===== config.mk =====
export PLATFORM = sky130hd
export DESIGN_NAME = decode_stage
export DESIGN_NICKNAME = d
export VERILOG_FILES = /design/src/rtl/decode_stage_pkg.sv /design/src/rtl/decode_stage_reg_bank.sv /design/src/rtl/decode_stage.sv
export SDC_FILE = /design/constraint.sdc
export NUM_CORES = 2
export LEC_CHECK = 0
export ABC_AREA = 1
export CORE_ASPECT_RATIO = 0.75
export CORE_UTILIZATION = 38
export DETAILED_ROUTE_END_ITERATION = 12
export PLACE_DENSITY_LB_ADDON = 0.08
export SLEW_MARGIN = 30
export SYNTH_ARGS = -nofsm -noshare
export SYNTH_HDL_FRONTEND = slang
export SYNTH_SLANG_ARGS = --single-unit

===== constraint.sdc =====
create_clock -name clock -period 5.6 [get_ports clock]
set_input_delay 0.56 -clock clock [delete_from_list [all_inputs] [get_ports clock]]
set_output_delay 0.56 -clock clock [all_outputs]
set_load 0.02 [all_outputs]

===== src/rtl/decode_stage_pkg.sv =====
// Shared decode definitions: opcode/funct encodings, ALU and PC-redirect codes,
// the NOP word and the decode-to-execute pipeline record.
package decode_stage_pkg;

   localparam logic [5:0] OP_RTYPE = 6'h00;
   localparam logic [5:0] OP_J     = 6'h02;
   localparam logic [5:0] OP_JAL   = 6'h03;
   localparam logic [5:0] OP_BEQ   = 6'h04;
   localparam logic [5:0] OP_BNE   = 6'h05;
   localparam logic [5:0] OP_ADDI  = 6'h08;
   localparam logic [5:0] OP_LW    = 6'h23;
   localparam logic [5:0] OP_SW    = 6'h2B;

   localparam logic [5:0] FN_SLL = 6'h00;
   localparam logic [5:0] FN_SRL = 6'h02;
   localparam logic [5:0] FN_JR  = 6'h08;
   localparam logic [5:0] FN_ADD = 6'h20;
   localparam logic [5:0] FN_SUB = 6'h22;
   localparam logic [5:0] FN_AND = 6'h24;
   localparam logic [5:0] FN_OR  = 6'h25;
   localparam logic [5:0] FN_SLT = 6'h2A;

   localparam logic [31:0] NOP_WORD = 32'd0;

   typedef enum logic [2:0] {
      ALU_ADD = 3'b000,
      ALU_SUB = 3'b001,
      ALU_AND = 3'b010,
      ALU_OR  = 3'b011,
      ALU_SLT = 3'b100,
      ALU_SLL = 3'b101,
      ALU_SRL = 3'b110
   } aluop_t;

   typedef enum logic [1:0] {
      PC_BRANCH = 2'b00,
      PC_REG    = 2'b01,
      PC_JUMP   = 2'b10,
      PC_EXC    = 2'b11
   } pctype_t;

   typedef enum logic {
      ST_NORMAL = 1'b0,
      ST_FLUSH  = 1'b1
   } state_t;

   typedef struct packed {
      logic [31:0] rega;
      logic [31:0] regb;
      logic [31:0] imedext;
      logic [31:0] nextpc;
      logic [4:0]  regdest;
      aluop_t      aluop;
      logic        selimregb;
      logic        readmem;
      logic        writemem;
      logic        regwrite;
      logic        sellink;
   } id_ex_t;

   function automatic logic [31:0] sext16(input logic [15:0] value);
      return {{16{value[15]}}, value};
   endfunction

endpackage


===== src/rtl/decode_stage_reg_bank.sv =====
// 32x32 register bank, two async read ports and one posedge write port.
// r0 is hardwired to zero; a same-cycle write to a read index bypasses to that read port.
module reg_bank (
   input  logic        clock,
   input  logic        reset,
   input  logic [4:0]  raddr_a,
   input  logic [4:0]  raddr_b,
   output logic [31:0] rdata_a,
   output logic [31:0] rdata_b,
   input  logic        we,
   input  logic [4:0]  waddr,
   input  logic [31:0] wdata
);

   logic [31:0] regs [32];

   always_ff @(posedge clock or negedge reset) begin
      if (!reset) begin
         for (int i = 0; i < 32; i++) regs[i] <= '0;
      end else if (we && waddr != 5'd0) begin
         regs[waddr] <= wdata;
      end
   end

   assign rdata_a = (raddr_a == 5'd0)                ? 32'd0 :
                    (we && waddr == raddr_a)         ? wdata : regs[raddr_a];
   assign rdata_b = (raddr_b == 5'd0)                ? 32'd0 :
                    (we && waddr == raddr_b)         ? wdata : regs[raddr_b];

endmodule


===== src/rtl/decode_stage.sv =====
// Decode stage: combinational redirect to fetch, 1-cycle registered controls to execute.
// A stall or a post-redirect FLUSH cycle issues a bubble and suppresses redirects.
module decode_stage
   import decode_stage_pkg::*;
#(
   parameter logic [31:0] EXC_VECTOR = 32'd64
) (
   input  logic        clock,
   input  logic        reset,
   input  logic [31:0] if_id_instruc,
   input  logic [31:0] if_id_nextpc,
   input  logic        ex_if_stall,
   input  logic        wb_id_regwrite,
   input  logic [4:0]  wb_id_regdest,
   input  logic [31:0] wb_id_writedata,
   output logic        id_if_selpcsource,
   output logic [1:0]  id_if_selpctype,
   output logic [31:0] id_if_pcimd2ext,
   output logic [31:0] id_if_rega,
   output logic [31:0] id_if_pcindex,
   output logic [31:0] id_ex_rega,
   output logic [31:0] id_ex_regb,
   output logic [31:0] id_ex_imedext,
   output logic [31:0] id_ex_nextpc,
   output logic [4:0]  id_ex_regdest,
   output logic [2:0]  id_ex_aluop,
   output logic        id_ex_selimregb,
   output logic        id_ex_readmem,
   output logic        id_ex_writemem,
   output logic        id_ex_regwrite,
   output logic        id_ex_sellink
);

   logic [5:0]  op, funct;
   logic [4:0]  rs, rt, rd;
   logic [31:0] rs_val, rt_val, imm_ext;
   logic        redirect, undef, bubble;
   pctype_t     pctype;
   id_ex_t      ctl, id_ex_d, id_ex_q;
   state_t      state;

   assign op      = if_id_instruc[31:26];
   assign rs      = if_id_instruc[25:21];
   assign rt      = if_id_instruc[20:16];
   assign rd      = if_id_instruc[15:11];
   assign funct   = if_id_instruc[5:0];
   assign imm_ext = sext16(if_id_instruc[15:0]);

   reg_bank u_reg_bank (
      .clock   (clock),
      .reset   (reset),
      .raddr_a (rs),
      .raddr_b (rt),
      .rdata_a (rs_val),
      .rdata_b (rt_val),
      .we      (wb_id_regwrite),
      .waddr   (wb_id_regdest),
      .wdata   (wb_id_writedata)
   );

   always_comb begin
      ctl           = '0;
      ctl.rega      = rs_val;
      ctl.regb      = rt_val;
      ctl.imedext   = imm_ext;
      ctl.nextpc    = if_id_nextpc + 32'd4;
      ctl.aluop     = ALU_ADD;
      redirect      = 1'b0;
      undef         = 1'b0;
      pctype        = PC_BRANCH;
      case (op)
         OP_RTYPE: begin
            ctl.regwrite = 1'b1;
            ctl.regdest  = rd;
            case (funct)
               FN_ADD: ctl.aluop = ALU_ADD;
               FN_SUB: ctl.aluop = ALU_SUB;
               FN_AND: ctl.aluop = ALU_AND;
               FN_OR:  ctl.aluop = ALU_OR;
               FN_SLT: ctl.aluop = ALU_SLT;
               FN_SLL: ctl.aluop = ALU_SLL;
               FN_SRL: ctl.aluop = ALU_SRL;
               FN_JR: begin
                  ctl.regwrite = 1'b0;
                  ctl.regdest  = 5'd0;
                  redirect     = 1'b1;
                  pctype       = PC_REG;
               end
               default: undef = 1'b1;
            endcase
         end
         OP_ADDI: begin
            ctl.selimregb = 1'b1;
            ctl.regwrite  = 1'b1;
            ctl.regdest   = rt;
         end
         OP_LW: begin
            ctl.selimregb = 1'b1;
            ctl.readmem   = 1'b1;
            ctl.regwrite  = 1'b1;
            ctl.regdest   = rt;
         end
         OP_SW: begin
            ctl.selimregb = 1'b1;
            ctl.writemem  = 1'b1;
         end
         OP_BEQ: begin
            ctl.aluop = ALU_SUB;
            redirect  = (rs_val == rt_val);
         end
         OP_BNE: begin
            ctl.aluop = ALU_SUB;
            redirect  = (rs_val != rt_val);
         end
         OP_J: begin
            redirect = 1'b1;
            pctype   = PC_JUMP;
         end
         OP_JAL: begin
            redirect     = 1'b1;
            pctype       = PC_JUMP;
            ctl.regwrite = 1'b1;
            ctl.regdest  = 5'd31;
            ctl.sellink  = 1'b1;
         end
         default: undef = 1'b1;
      endcase
      if (undef) begin
         redirect = 1'b1;
         pctype   = PC_EXC;
      end
   end

   assign bubble  = ex_if_stall || (state == ST_FLUSH) || undef;
   assign id_ex_d = bubble ? id_ex_t'('0) : ctl;

   assign id_if_selpcsource = redirect && (state == ST_NORMAL) && !ex_if_stall;
   assign id_if_selpctype   = pctype;
   assign id_if_pcimd2ext   = if_id_nextpc + 32'd4 + (imm_ext << 2);
   assign id_if_rega        = rs_val;
   // Fetch uses its own exception vector; showing it here keeps traces readable.
   assign id_if_pcindex     = undef ? EXC_VECTOR
                                    : {if_id_nextpc[31:28], if_id_instruc[25:0], 2'b00};

   always_ff @(posedge clock or negedge reset) begin
      if (!reset) begin
         id_ex_q <= '0;
         state   <= ST_NORMAL;
      end else begin
         id_ex_q <= id_ex_d;
         if (!ex_if_stall) begin
            case (state)
               ST_NORMAL: if (redirect) state <= ST_FLUSH;
               ST_FLUSH:  state <= ST_NORMAL;
               default:   state <= ST_NORMAL;
            endcase
         end
      end
   end

   assign id_ex_rega      = id_ex_q.rega;
   assign id_ex_regb      = id_ex_q.regb;
   assign id_ex_imedext   = id_ex_q.imedext;
   assign id_ex_nextpc    = id_ex_q.nextpc;
   assign id_ex_regdest   = id_ex_q.regdest;
   assign id_ex_aluop     = id_ex_q.aluop;
   assign id_ex_selimregb = id_ex_q.selimregb;
   assign id_ex_readmem   = id_ex_q.readmem;
   assign id_ex_writemem  = id_ex_q.writemem;
   assign id_ex_regwrite  = id_ex_q.regwrite;
   assign id_ex_sellink   = id_ex_q.sellink;

endmodule


After elaboration in Yosys (flattened, before gate mapping)
Cells that the tools add are included.

Add/subtract/negate cells: 2. Magnitude comparators: 4. Equality and inequality tests: 18. Muxes and demuxes: 35. Bitwise logic cells: 4. Reductions and logical operators: 21.

Operators by type and width (count): 1024-bit bitwise mux (1); 32-bit binary-select mux with 5-bit select (2); 32-bit two-way mux (10); 32-bit demux with 5-bit select (1); 141-bit two-way mux (1); 6-bit == test, second input constant (7); 32-bit by 3-bit adder with 32-bit output, second input constant (1); 32-bit adder (1); 32-bit == test (1); 32-bit != test (1); 6-bit by 2-bit == test with 1-bit output, second input constant (3); 6-bit >= comparator, second input constant (3); 5-bit NOT with 6-bit output (3); 3-bit one-hot mux with 6 select lines (1); 5-bit one-hot mux with 3 select lines (1); 6-bit by 3-bit == test with 1-bit output, second input constant (2); 6-bit by 4-bit == test with 1-bit output, second input constant (2); 6-bit logical NOT (2); 5-bit == test (2); 5-bit logical NOT (2); 1-bit two-way mux (10); 8-bit OR reduction (1); 7-bit OR reduction (1); 1-bit logical AND (6); 13 further kinds (19).

Flip-flop bits (word level): 1166. Bits of input ports: 105.

Depth between registers and ports, before layout
Depth in word-level cells: 11. Mapped depth: 25. Gate-level depth less buffers: 25.

Cells and area by module
A second synthesis with hierarchy kept.

Cell total of the unflattened synthesis: 9814. Area, all modules: 67561.0 um^2.

Modules (own cells, without submodules): reg_bank (instances 1, cells each 8771, area each 59538.4 um^2); decode_stage (instances 1, cells each 1043, area each 8022.7 um^2).

Worst setup path after synthesis
No wires, ideal clock.

Path type: input -> output. Start point: input port if_id_nextpc[2]. End point: output port id_if_pcimd2ext[31]. Arrival time: 3832 ps. Data required time: 5040 ps. Setup slack: 1208 ps. Stages: 23. Buffers on the path: 0. Path through: ha_1 nand2_1 nor2_1 nand3_1 nor3_1 inv_1 nor2_1 nand2_1 inv_1 nand3_1 nor4_1 xor2_1 inv_1 ha_1 nand2_1 nor4_1 nand3_1 nand3_1 nand3_1 nand2_1 a31oi_1 o21ai_0 xnor2_1.

Cells in the longest elaborated chain, start to end: 2.

RTL lines: start: declaration (RTL line decode_stage.sv:11) `input logic [31:0] if_id_nextpc,`; 32-bit by 3-bit adder with 32-bit output (RTL line decode_stage.sv:139) `assign id_if_pcimd2ext = if_id_nextpc + 32'd4 + (imm_ext << 2);`; 32-bit adder (RTL line decode_stage.sv:139); end: declaration (RTL line decode_stage.sv:18) `output logic [31:0] id_if_pcimd2ext,`.

No other way between the ends.

Worst setup path in the final report
Start point: input port if_id_nextpc[2]. End point: output port id_if_pcimd2ext[22].

Same word-level chain as after synthesis.

==> flow_summary.rst <==
.. list-table::
   :header-rows: 1

   * - Metric
     - Value
   * - Clock Skew
     - around 0.022 ns
   * - Overall fraction of global-route tracks in use
     - 0.329
   * - Path type of the worst setup path
     - input port to primary output
   * - Clock root buffer master
     - sky130_fd_sc_hd__clkbuf_16
   * - Synth Cell Area
     - about 66000 um2
   * - Result of the run
     - finished clean
   * - HPWL after detailed placement
     - between 150000 and 200000 um
   * - Setup crit end kind
     - primary output
   * - Fraction of the cycle the final worst path needs
     - 0.970
   * - Seq cells post-synth
     - approximately 1200
   * - Detailed-route wire length
     - 295000 um
   * - Setup TNS
     - 0 ns
   * - Type of the most critical hold path
     - input port to async pin
   * - Core area
     - 173000 um2
   * - Final RePlAce weighted congestion
     - approximately 0.93
   * - Vias in the first global route
     - 60700
   * - Hold Violations, Final
     - 0
   * - Endpoints failing setup
     - 0
   * - Residual DRC
     - 0
   * - Crit path time final
     - between 5 and 6 ns
   * - Total power per unit cell area
     - between 300 and 400 nW/um2
   * - Number of rows created at floorplan
     - 132
   * - Initial antenna violation count
     - 13
   * - CTS H-Tree Depth
     - 4
   * - WL per Instance
     - roughly 25 um
   * - Tightest slew margin relative to the limit
     - 0.318
   * - Height of the die
     - approximately 360 um
   * - Number of unique standard cell types used by synthesis
     - 50
   * - Max Root-Sink Buffers
     - 3
   * - Leading cell types in the layout, fill and taps excluded
     - 2700 x sky130_fd_sc_hd__nand2_1, 1150 x sky130_fd_sc_hd__dfrtp_1, 1115 x sky130_fd_sc_hd__o21ai_0, 1096 x sky130_fd_sc_hd__nand3_1, 878 x sky130_fd_sc_hd__inv_1
   * - Internal reg-to-reg setup slack
     - 2.61 ns
   * - Later-pin clock latency in the skew report
     - 0.81 ns
   * - Avg Synthesized Cell Area
     - ~7.1 um2
   * - Final hold slack
     - around 0.30 ns
   * - Count of input and output buffers
     - 342
   * - Number of fillers in the final layout
     - about 18000
   * - First-pass detailed-route iteration total
     - 7
   * - Inserted Clock Buffers
     - about 130
   * - Setup repair after global routing missed its margin
     - true
   * - Critical-path top delay cell
     - sky130_fd_sc_hd__clkdlybuf4s50_1
   * - Type of origin of the critical path
     - input port
   * - Largest delay contributor family on the critical path
     - buffers and inverters
   * - Sequential element share of the synthesized area
     - 0.434
   * - Register clock-pin slew on the reported worst setup and hold paths
     - around 0.060 ns
   * - Number of synthesized flops with an enable pin
     - 0
   * - Data arrival time of the worst path
     - 4.87 ns
   * - Slew Limit Fails
     - 0
   * - Pin count of the biggest net entering global routing
     - around 160
   * - Max incr delay on CP
     - about 0.65 ns
   * - Finished Cell Area
     - 76800 um2
   * - Global-route congestion overflow total
     - 0
   * - Commonest non-fill, non-tap cell in the layout
     - sky130_fd_sc_hd__nand2_1
   * - Maxcap violations
     - 0
   * - Achievable Freq
     - about 0.18 GHz
   * - Average via count per standard cell
     - roughly 5.6
   * - Effective utilization at floorplan
     - 0.383
   * - Required @ worst endpoint
     - 5.04 ns
   * - Worst slack at placement
     - -0.500 ns
   * - Critical path buffers and inverters
     - 9
   * - Boundary Pins
     - 345
   * - Die footprint
     - between 150000 and 200000 um2
   * - Critical path's most frequent cell
     - sky130_fd_sc_hd__buf_4
   * - Syn Inst Count
     - 9321
   * - Clock tree from TritonCTS
     - built
   * - Clk sinks
     - between 1000 and 1500
   * - Sequence of cells on the critical path
     - clkdlybuf4s50_1, ha_1, nand2_1, nor2_2, nand3_2, nor3_2, inv_1, nor2_2, nand2_1, inv_1, nand3_2, nor2_1, buf_4, xor2_1, inv_1, ha_4, buf_4, nand2_1, buf_4, o21ai_0, a21oi_1, buf_4, xnor2_1, clkdlybuf4s50_1
   * - Synth warn
     - 0
   * - Drt first-iter violations
     - 8117
   * - Min setup slack post-route
     - around 0.17 ns
   * - Share of synthesized registers carrying an async set or reset
     - 1.00
   * - Most instantiated flip-flop cell in the synthesis netlist
     - sky130_fd_sc_hd__dfrtp_1
   * - Horizontal die dimension
     - 484 um
   * - Nets
     - 9465
   * - Actual transition at the worst max-transition pin
     - 1.02 ns
   * - Total leakage power
     - ~36 nW
   * - Wire length of the first global-routing pass
     - between 400000 and 500000 um
   * - Vias after detailed routing
     - about 66000
   * - Ratio of cells with drive above 1 in the final layout
     - 0.0706
   * - Placed instance area
     - about 72000 um2
   * - Area delta synth->final
     - 15.9%
   * - VDD IR max
     - around 0.27 mV
   * - Largest fanout of any net on the critical path
     - 4
   * - Detail Route Antenna Nets
     - 0
## cell usage after synthesis (3+ instances only)
library cell / n / area share
sky130_fd_sc_hd__buf_6: 50 / 0.0085
sky130_fd_sc_hd__xnor2_1: 10 / 0.0013
sky130_fd_sc_hd__inv_4: 3 / 0.00028
sky130_fd_sc_hd__o211ai_1: 452 / 0.051
sky130_fd_sc_hd__clkbuf_1: 361 / 0.020
sky130_fd_sc_hd__inv_1: 880 / 0.050
sky130_fd_sc_hd__or2_0: 3 / 0.00028
sky130_fd_sc_hd__or2_2: 23 / 0.0022
sky130_fd_sc_hd__xor2_1: 34 / 0.0045
sky130_fd_sc_hd__nor3_1: 24 / 0.0018
sky130_fd_sc_hd__buf_4: 57 / 0.0065
sky130_fd_sc_hd__inv_2: 14 / 0.00079
sky130_fd_sc_hd__o21bai_1: 16 / 0.0018
sky130_fd_sc_hd__nor3_2: 5 / 0.00075
sky130_fd_sc_hd__a21oi_1: 338 / 0.026
sky130_fd_sc_hd__buf_8: 3 / 0.00068
sky130_fd_sc_hd__o211ai_2: 3 / 0.00057
sky130_fd_sc_hd__nand4_1: 19 / 0.0018
sky130_fd_sc_hd__nand2_1: 2714 / 0.15
sky130_fd_sc_hd__nor2_1: 507 / 0.029
sky130_fd_sc_hd__buf_1: 45 / 0.0025
sky130_fd_sc_hd__buf_2: 283 / 0.021
sky130_fd_sc_hd__dfrtp_1: 1150 / 0.43
sky130_fd_sc_hd__o21ai_1: 30 / 0.0023
sky130_fd_sc_hd__a31oi_1: 6 / 0.00057
sky130_fd_sc_hd__o21ai_0: 1117 / 0.084
sky130_fd_sc_hd__nand3_1: 1104 / 0.083
sky130_fd_sc_hd__or2_1: 8 / 0.00075
sky130_fd_sc_hd__nor4_1: 7 / 0.00066
sky130_fd_sc_hd__ha_1: 30 / 0.0057
## path summary, 6_finish.rpt
check	startpoint	end	cells past startpoint
setup / recovery	if_id_nextpc[2]	id_if_pcimd2ext[22]	24
hold / removal	reset	u_reg_bank.regs[301]$_DFFE_PN0P_	2
setup reg to reg	u_reg_bank.regs[347]$_DFFE_PN0P_	state$_DFFE_PN0N_	19
hold reg to reg	u_reg_bank.regs[994]$_DFFE_PN0P_	u_reg_bank.regs[994]$_DFFE_PN0P_	0
max in group asynchronous	reset	u_reg_bank.regs[52]$_DFFE_PN0P_	3
min in group clock	if_id_nextpc[1]	id_ex_nextpc[1]$_DFF_PN0_	3
## state kept, by name, indices dropped and copies added (netlist names)
name / count
id_ex_aluop: 3
id_ex_imedext: 16
id_ex_nextpc: 32
id_ex_readmem: 1
id_ex_rega: 32
id_ex_regb: 32
id_ex_regdest: 5
id_ex_regwrite: 1
id_ex_selimregb: 1
id_ex_sellink: 1
id_ex_writemem: 1
state: 1
u_reg_bank.regs: 1024
## report_power, final
part           switching, mW  internal [mW]  leakage (nW)
logic                   3.87           2.02          19.8
registers              0.820           9.83          14.3
clock network           3.83           5.31          2.19
## worst reg2reg max path: cells and delay by family (launching register included)
family / cells / cell delay [ns]
AOI/OAI and AO/OA: 3 / 1.02
buffers and inverters: 1 / 0.06
DFF: 1 / 0.35
and+or+nand+nor: 15 / 1.46
## area by class of cell
class / count / area (um2) / area share
Multi-Input combinational cell: 6475 / 30600 / 0.399
Sequential cell: 1150 / 28800 / 0.375
Timing Repair Buffer: 670 / 6680 / 0.0870
Clock buffer: 206 / 4060 / 0.0529
Inverter: 898 / 3420 / 0.0445
Tap cell: 2278 / 2850 / 0.0371
Clock inverter: 30 / 389 / 0.00507
Antenna cell: 5 / 12.5 / 0.000163
## stage by stage
step,std cells,utilization,total power [mW]
after floorplan,9322,-,14.4
after global placement,11500,0.417,16.4
after detailed placement,11500,0.418,16.6
after CTS,11700,0.443,25.7
after global routing,11700,0.444,27.0
final,11700,0.444,25.7
## kinds of logic after synthesis
logic type	after synthesis	share of synthesized area
AND/OR/NAND/NOR	4423	0.275
AO/OA/AOI/OAI	1975	0.168
flip-flops	1150	0.434
other	1	0.0000566
buffers and inverters	1697	0.111
adder cells (fa/ha/maj)	31	0.00596
XOR/XNOR	44	0.00581
## routing by layer
layer | track usage | routed length [um]
met1 | 0.454 | 127000
met2 | 0.504 | 129000
met3 | 0.0594 | 25500
met4 | 0.142 | 13300
met5 | 0 | 52
## repair_timing
action	in CTS	in global routing
buffers inserted	0	2
hold buffers	1	0
endpoints found under the hold margin	83	0
setup endpoints to repair	11	14
gates resized for setup	23	35
pin swaps	0	4
Note: power is estimated with default switching activity, not from simulation.
